`config.mk`:
```
export PLATFORM = sky130hd
export DESIGN_NAME = adc_preview_reader
export DESIGN_NICKNAME = d
export VERILOG_FILES = /design/src/rtl/adc_preview_reader.sv
export SDC_FILE = /design/constraint.sdc
export NUM_CORES = 1
export LEC_CHECK = 0
export CORE_MARGIN = 2
export CORE_UTILIZATION = 60
export CTS_BUF_LIST = sky130_fd_sc_hd__clkbuf_4 sky130_fd_sc_hd__clkbuf_8
export DETAILED_ROUTE_END_ITERATION = 8
export PLACE_DENSITY = 0.82
export REMOVE_ABC_BUFFERS = 1
export SETUP_SLACK_MARGIN = 0.2
export SLEW_MARGIN = 5
export SYNTH_ARGS = -nofsm -noshare
export SYNTH_HDL_FRONTEND = slang
export SYNTH_SLANG_ARGS = --single-unit
```
`constraint.sdc`:
```
create_clock -name clk -period 4.6 [get_ports clk]
set_input_delay 1.38 -clock clk [delete_from_list [all_inputs] [get_ports clk]]
set_output_delay 1.38 -clock clk [all_outputs]
set_load 0.005 [all_outputs]
```
`src/rtl/adc_preview_reader.sv`:
```
// Sweeps the ADC preview buffer once per start request. Read data is realigned through a latency tag pipe,
// optionally decimated, and streamed out of a small skid FIFO as a valid/ready byte stream.
module adc_preview_reader #(
  parameter int ADDR_W     = 9,
  parameter int DATA_W     = 8,
  parameter int DEPTH      = 512,
  parameter int RD_LAT     = 2,
  parameter int DECIM      = 1,
  parameter int FIFO_DEPTH = 4
) (
  input  logic              clk,
  input  logic              reset_n,
  input  logic              start,
  input  logic              peak_mode,
  input  logic              data_ready,
  output logic [ADDR_W-1:0] bram_addr,
  input  logic [DATA_W-1:0] bram_dout,
  output logic [DATA_W-1:0] sample_data,
  output logic              sample_valid,
  input  logic              sample_ready,
  output logic              sample_last,
  output logic              busy,
  output logic              done
);
  localparam int NGRP = DEPTH / DECIM;
  localparam int GW   = (DECIM > 1) ? $clog2(DECIM) : 1;
  localparam int NW   = $clog2(NGRP + 1);
  localparam int PW   = (FIFO_DEPTH > 1) ? $clog2(FIFO_DEPTH) : 1;
  localparam int CW   = $clog2(FIFO_DEPTH + 1);
  localparam int SW   = $clog2(2 * FIFO_DEPTH + 1);

  typedef enum logic [2:0] {S_IDLE, S_WAIT_RDY, S_SCAN, S_DRAIN, S_DONE} state_t;

  state_t              r_state, w_next;
  logic [ADDR_W-1:0]   r_addr;
  logic                r_peak;
  logic [RD_LAT-1:0]   r_tag;
  logic [GW-1:0]       r_grp;
  logic [DATA_W-1:0]   r_acc;
  logic [NW-1:0]       r_gidx;
  logic [SW-1:0]       r_owed;
  logic [DATA_W:0]     r_mem [FIFO_DEPTH];
  logic [PW-1:0]       r_wptr, r_rptr;
  logic [CW-1:0]       r_count;

  logic                w_start_acc, w_first, w_credit, w_issue, w_cap, w_grp_end;
  logic                w_push, w_pop, w_last;
  logic [DATA_W-1:0]   w_val;

  assign bram_addr   = r_addr;
  assign w_start_acc = (r_state == S_IDLE) && start;
  assign w_first     = (DECIM == 1) || (r_addr[GW-1:0] == '0);
  // Credit is taken once per group when its first address issues; r_owed covers in-flight and partial groups.
  assign w_credit    = (r_owed + SW'(r_count)) < SW'(FIFO_DEPTH);
  assign w_issue     = (r_state == S_SCAN) && (!w_first || w_credit);
  assign w_cap       = r_tag[RD_LAT-1];
  assign w_grp_end   = w_cap && (r_grp == GW'(DECIM - 1));
  assign w_push      = w_grp_end;
  assign w_pop       = sample_valid && sample_ready;
  assign w_last      = (r_gidx == NW'(NGRP - 1));

  always_comb begin
    w_val = r_acc;
    if (r_grp == '0 || (r_peak && bram_dout > r_acc))
      w_val = bram_dout;
  end

  always_ff @(posedge clk or negedge reset_n) begin
    if (!reset_n) r_state <= S_IDLE;
    else          r_state <= w_next;
  end

  always_comb begin
    w_next = r_state;
    unique case (r_state)
      S_IDLE:     if (start)      w_next = S_WAIT_RDY;
      S_WAIT_RDY: if (data_ready) w_next = S_SCAN;
      S_SCAN:     if (w_issue && r_addr == ADDR_W'(DEPTH - 1)) w_next = S_DRAIN;
      S_DRAIN:    if (r_owed == '0 && (r_count == '0 || (r_count == CW'(1) && w_pop)))
                    w_next = S_DONE;
      S_DONE:     w_next = S_IDLE;
      default:    w_next = S_IDLE;
    endcase
  end

  always_comb begin
    busy = 1'b0;
    done = 1'b0;
    case (r_state)
      S_WAIT_RDY, S_SCAN, S_DRAIN: busy = 1'b1;
      S_DONE:                      done = 1'b1;
      default:                     ;
    endcase
  end

  always_ff @(posedge clk or negedge reset_n) begin
    if (!reset_n) begin
      r_addr <= '0;
      r_peak <= 1'b0;
      r_tag  <= '0;
      r_grp  <= '0;
      r_acc  <= '0;
      r_gidx <= '0;
      r_owed <= '0;
    end else begin
      r_tag[0] <= w_issue;
      for (int unsigned i = 1; i < RD_LAT; i++)
        r_tag[i] <= r_tag[i-1];
      r_owed <= r_owed + SW'(w_issue && w_first) - SW'(w_push);
      if (w_start_acc) begin
        r_addr <= '0;
        r_peak <= peak_mode;
        r_grp  <= '0;
        r_acc  <= '0;
        r_gidx <= '0;
      end else begin
        if (w_issue && r_addr != ADDR_W'(DEPTH - 1))
          r_addr <= r_addr + ADDR_W'(1);
        if (w_cap) begin
          r_grp <= w_grp_end ? '0 : r_grp + GW'(1);
          r_acc <= w_grp_end ? '0 : w_val;
        end
        if (w_push)
          r_gidx <= r_gidx + NW'(1);
      end
    end
  end

  always_ff @(posedge clk) begin
    if (w_push)
      r_mem[r_wptr] <= {w_last, w_val};
  end

  always_ff @(posedge clk or negedge reset_n) begin
    if (!reset_n) begin
      r_wptr  <= '0;
      r_rptr  <= '0;
      r_count <= '0;
    end else begin
      if (w_push) r_wptr <= (r_wptr == PW'(FIFO_DEPTH - 1)) ? '0 : r_wptr + PW'(1);
      if (w_pop)  r_rptr <= (r_rptr == PW'(FIFO_DEPTH - 1)) ? '0 : r_rptr + PW'(1);
      case ({w_push, w_pop})
        2'b10:   r_count <= r_count + CW'(1);
        2'b01:   r_count <= r_count - CW'(1);
        default: ;
      endcase
    end
  end

  // Head is gated so stale entries left by an aborted sweep never reach the outputs.
  assign sample_valid = (r_count != '0);
  assign sample_data  = sample_valid ? r_mem[r_rptr][DATA_W-1:0] : '0;
  assign sample_last  = sample_valid & r_mem[r_rptr][DATA_W];

endmodule

```
**Word-level counts from Yosys, hierarchy flattened**

Memories as Yosys holds them, arrays and structs flattened.
Cells that the tools add are included.

- Latch bits: 0
- Memory bits (writable): 36
- Output and inout bits: 21
- Word-level logic and storage cells: 87
- Bits of input ports: 14
- ROM bits: 0
- Memories: 1
- Flip-flop bits (word level): 45

- Bitwise operators: 2
- Div/mod/pow operators: 0
- Equality and inequality tests: 16
- Reduce and logical (&&, ||, !) cells: 21
- Mux-type cells: 24
- Add/subtract/negate cells: 10
- $mul: 0
- $lt $le $gt $ge: 2
- Shifts and indexed selects: 0

Memories:

| name | words | width | read ports | clocked after Yosys merged registers in | wr ports | line | source |
|---|---|---|---|---|---|---|---|
| r_mem | 4 | 9 | 1 | 0 | 1 | 42 | `logic [DATA_W:0] r_mem [FIFO_DEPTH];` |

Operators with widths:

| operator | count |
|---|---|
| 8-bit two-way mux | 5 |
| 10-bit two-way mux | 2 |
| 9-bit two-way mux | 2 |
| 3-bit two-way mux | 4 |
| 3-bit one-hot mux with 4 select lines | 1 |
| 10-bit by 1-bit adder with 10-bit output, second input constant | 1 |
| 10-bit by 9-bit == test with 1-bit output, second input constant | 1 |
| 9-bit by 1-bit adder with 9-bit output, second input constant | 1 |
| 9-bit == test, second input constant | 1 |
| 1-bit logical AND | 9 |
| 9-bit != test, second input constant | 1 |
| 8-bit greater-than comparator | 1 |
| 2-bit nonzero test | 4 |
| 1-bit two-way mux | 7 |
| 2-bit == test, second input constant | 3 |
| 3-bit by 1-bit == test with 1-bit output, second input constant | 2 |
| 3-bit by 2-bit == test with 1-bit output, second input constant | 2 |
| 3-bit zero test | 2 |
| 2-bit != test, second input constant | 3 |
| 3-bit one-hot mux with 2 select lines | 1 |
| 2-bit by 1-bit adder with 2-bit output, second input constant | 2 |
| 4-bit by 1-bit adder with 4-bit output | 1 |
| 4-bit by 3-bit adder with 4-bit output | 1 |
| 4-bit zero test | 1 |
| 15 further kinds | 17 |

**Logic depth before layout (Yosys ltp)**

- Depth after elaboration: 7
- Gate-level depth with buffers: 11
- Gate-level depth less buffers: 11

**Worst setup path after synthesis**

Ideal clock, no wire load.

- Kind: reg2out
- Start: register r_rptr[0]
- End: output sample_data[0]
- Stages on the path, launching flop included: 4
- Data required time: 3.220 ns
- Path buffers: 1
- Setup slack: 1.650 ns
- Data arrival time: 1.570 ns
- Path through: dfrtp_1 buf_1 mux4_2 and2_1

- Longest elaborated chain between the ends: 2

RTL lines:

| what | line | source |
|---|---|---|
| from (decl) | 43 | `logic [PW-1:0] r_wptr, r_rptr;` |
| from (signal assigned) | 141 | `if (w_pop) r_rptr <= (r_rptr == PW'(FIFO_DEPTH - 1)) ? '0 : r_rptr + PW'(1);` |
| memory 4 x 9 bit | - |  |
| 8-bit two-way mux | 152 | `assign sample_data = sample_valid ? r_mem[r_rptr][DATA_W-1:0] : '0;` |
| to (decl) | 18 | `output logic [DATA_W-1:0] sample_data,` |

No other way between the ends.

**Worst setup path in the final report**

- Start: register r_rptr[0]
- End: output sample_data[7]

The elaborated chain is that of the path after synthesis.

==> run summary <==
Non-filler cells, final: 511
Fmax: 0.2708 GHz
Synth Area in Adders: 0.08770
Hold Path Cell Cnt: 0
Final Power: 2.385 mW
Final net count: 453
Area contributors post-synth: dfrtp_1, edfxtp_1, ha_1, mux4_2, nand3_1
Core ar.: 6794 sq um
Startpoint types: flop
Placer Congestion: 0.8781
Final core occ: 0.7134
DR vias/cell: 5.885
DP Worst Slack: 0.7259 ns
Vias in the first global route: 3005
Setup repair after global routing missed its margin: false
Hold WC Path Type: flop to flop
Hold Fails Final Rpt: 0
Largest net degree at the start of global routing: 46
Crit. End Element: output pin
H-tree depth: 3
Post-Route Setup TNS: 0 ns
Placed cell count: 495
Post-synthesis compound-gate area fraction: 0.1161
Share of cells above drive strength 1: 0.08916
Setup bufs post-CTS: 0
Initial DRC count: 145
Clk sinks: 81
Clk slew on worst S/H paths: 0.08 ns
Tot GR Track Use: 0.2371
#FFs+latches synth: 81
Multiplexer share of the synthesized area: 0.05541
Crit path kind: flop to output pin
Count of input and output buffers: 34
Cells on worst reg2reg path: 11
Setup ws final: 0.9074 ns
Synth Area per Inst: 11.20 sq um
Via count: 3007
DRC: 0
Post-Synth XOR/XNOR Area: 0.02904
Critical path arrival: 2.31 ns
Initial antenna violation count: 0
Distinct cells, synth: 50
Die width: 87.89 um
Max Cap Viol: 0
WL final: 8.323 mm
Peak VDD IR: 0.4957 mV
Slew Limit Fails: 0
Async set or reset register ratio after synthesis: 0.5556
Grt ovf: 0
Die Y-Extent: 87.89 um
Yosys top cell by area: dfrtp_1
Ports: 35
Simple-gate share of the synthesized area: 0.1517
Most common cell after layout, fill and taps aside: dfrtp_1
YS warnings: 0
Main combinational cell family by area after synthesis: simple AND/OR/NAND/NOR gates
CTS Buffer Depth: 2
Non-Filler Cell Area, Final: 4847 sq um
Final setup vio count: 0
Synth Flop Type: dfrtp_1
Status: completed
TritonCTS clock tree: built
Top cell type's share of synthesized area: 0.2667
Post-DP Area: 4651 sq um
Final Skew: 0.01064 ns
DIE AREA: 7725 sq um
HPWL Detailed: 5.784 mm
CTS buffer count: 9
Most frequent cells in the layout: dfrtp_1, edfxtp_1, clkdlybuf4s50_1
Fin crit share: 0.8027
Area delta synth->final: 14.79%
Worst Path Max Fanout: 12
# diodes: 0
Syn Inst Count: 377
Routed Antenna Nets: 0
Worst-Margin Slew: 1.031 ns
Required @ worst endpoint: 3.22 ns
First-pass GRT wire length: 13.88 mm
Initial core utilization: 0.6215
Worst skew pair latency: 0.35 ns
Tmin final: 3.693 ns
Synth Cell Area: 4223 sq um
Hold bufs inserted after CTS: 0
PwrDens: 492.0 nW/um^2
Minimum hold slack: 0.3536 ns
Row cnt: 30
Max-slew headroom: 0.3127
PostCTS Resize Cnt: 0
CTS Root Cell: clkbuf_8
Post-synth EDFFs: 36
Seq/Total Area, Yosys: 0.5227
First-pass DRT Iterations: 4
Wire per inst: 16.29 um
Leak: 1.897 nW
## power by group
group          internal (mW)  total (mW)  switching, mW
Combinational          0.449       0.862          0.412
Sequential             0.870        1.00          0.134
Clock                  0.262       0.519          0.257
## area by class of cell
cell class                 count  area, sq um
sequential                    81         2207
fill                         493         1947
multi-input combinational    254         1864
timing repair buffer          37        357.8
clock buffer                  11        138.9
tap                           96        120.1
inverter                      27        101.3
clock inverter                 5        57.56
## Yosys cell counts (all sizes together) (2+ instances only)
| master | count |
|---|---|
| or3 | 3 |
| o21a | 3 |
| nor4 | 2 |
| buf | 3 |
| ha | 28 |
| xnor2 | 5 |
| o211ai | 11 |
| xor2 | 9 |
| or2 | 3 |
| clkbuf | 12 |
| a21oi | 21 |
| a21o | 3 |
| nor2 | 17 |
| nand4 | 11 |
| a211oi | 2 |
| o31ai | 3 |
| nand2b | 3 |
| o32ai | 2 |
| mux2i | 2 |
| nand3 | 22 |
| o21ai | 10 |
| mux4 | 9 |
| or4 | 2 |
| nand2 | 29 |
| a31oi | 7 |
| and2 | 14 |
| and3 | 2 |
| nor3 | 12 |
| o2111ai | 6 |
| dfrtp | 45 |
| inv | 26 |
| edfxtp | 36 |
## worst paths after layout
path,from,to,slack (ns)
setup / recovery,r_rptr[0],sample_data[7],0.91
hold / removal,r_tag[0],r_tag[1],0.35
setup reg to reg,r_owed[1],r_owed[2],1.75
hold reg to reg,r_tag[0],r_tag[1],0.35
max in group asynchronous,reset_n,r_acc[5],2.75
min in group asynchronous,reset_n,r_gidx[7],1.20
## kinds of logic (layout without fill, tap and decap cells)
| group | after synthesis | in the layout |
|---|---|---|
| multiplexers | 12 | 12 |
| flip-flops | 81 | 81 |
| adder cells (fa/ha/maj) | 29 | 29 |
| XOR/XNOR | 14 | 14 |
| AND/OR/NAND/NOR | 125 | 125 |
| buffers and inverters | 42 | 80 |
| AO/OA/AOI/OAI | 74 | 74 |
## metal layers
metal / track usage / routed length, um / part of all wire
met4: 0.09371 / 100 / 0.012
met1: 0.3113 / 3731 / 0.45
met5: 0 / 0 / 0
met2: 0.3953 / 4108 / 0.49
met3: 0.04147 / 382 / 0.046
## worst max-delay path: stages, from the launching register on
cell and delay, ns:
dfrtp_1 0.76, mux4_2 0.59, and2_1 0.17, clkdlybuf4s50_1 0.43
## sequential cells by signal (all words and copies together) (netlist names)
name       flops
r_mem         36
r_grp          1
r_state        3
r_tag          2
r_acc          8
r_peak         1
r_wptr         2
r_gidx        10
r_owed         4
r_count        3
r_rptr         2
bram_addr      9
No activity file was read; power rests on OpenSTA's default activity.
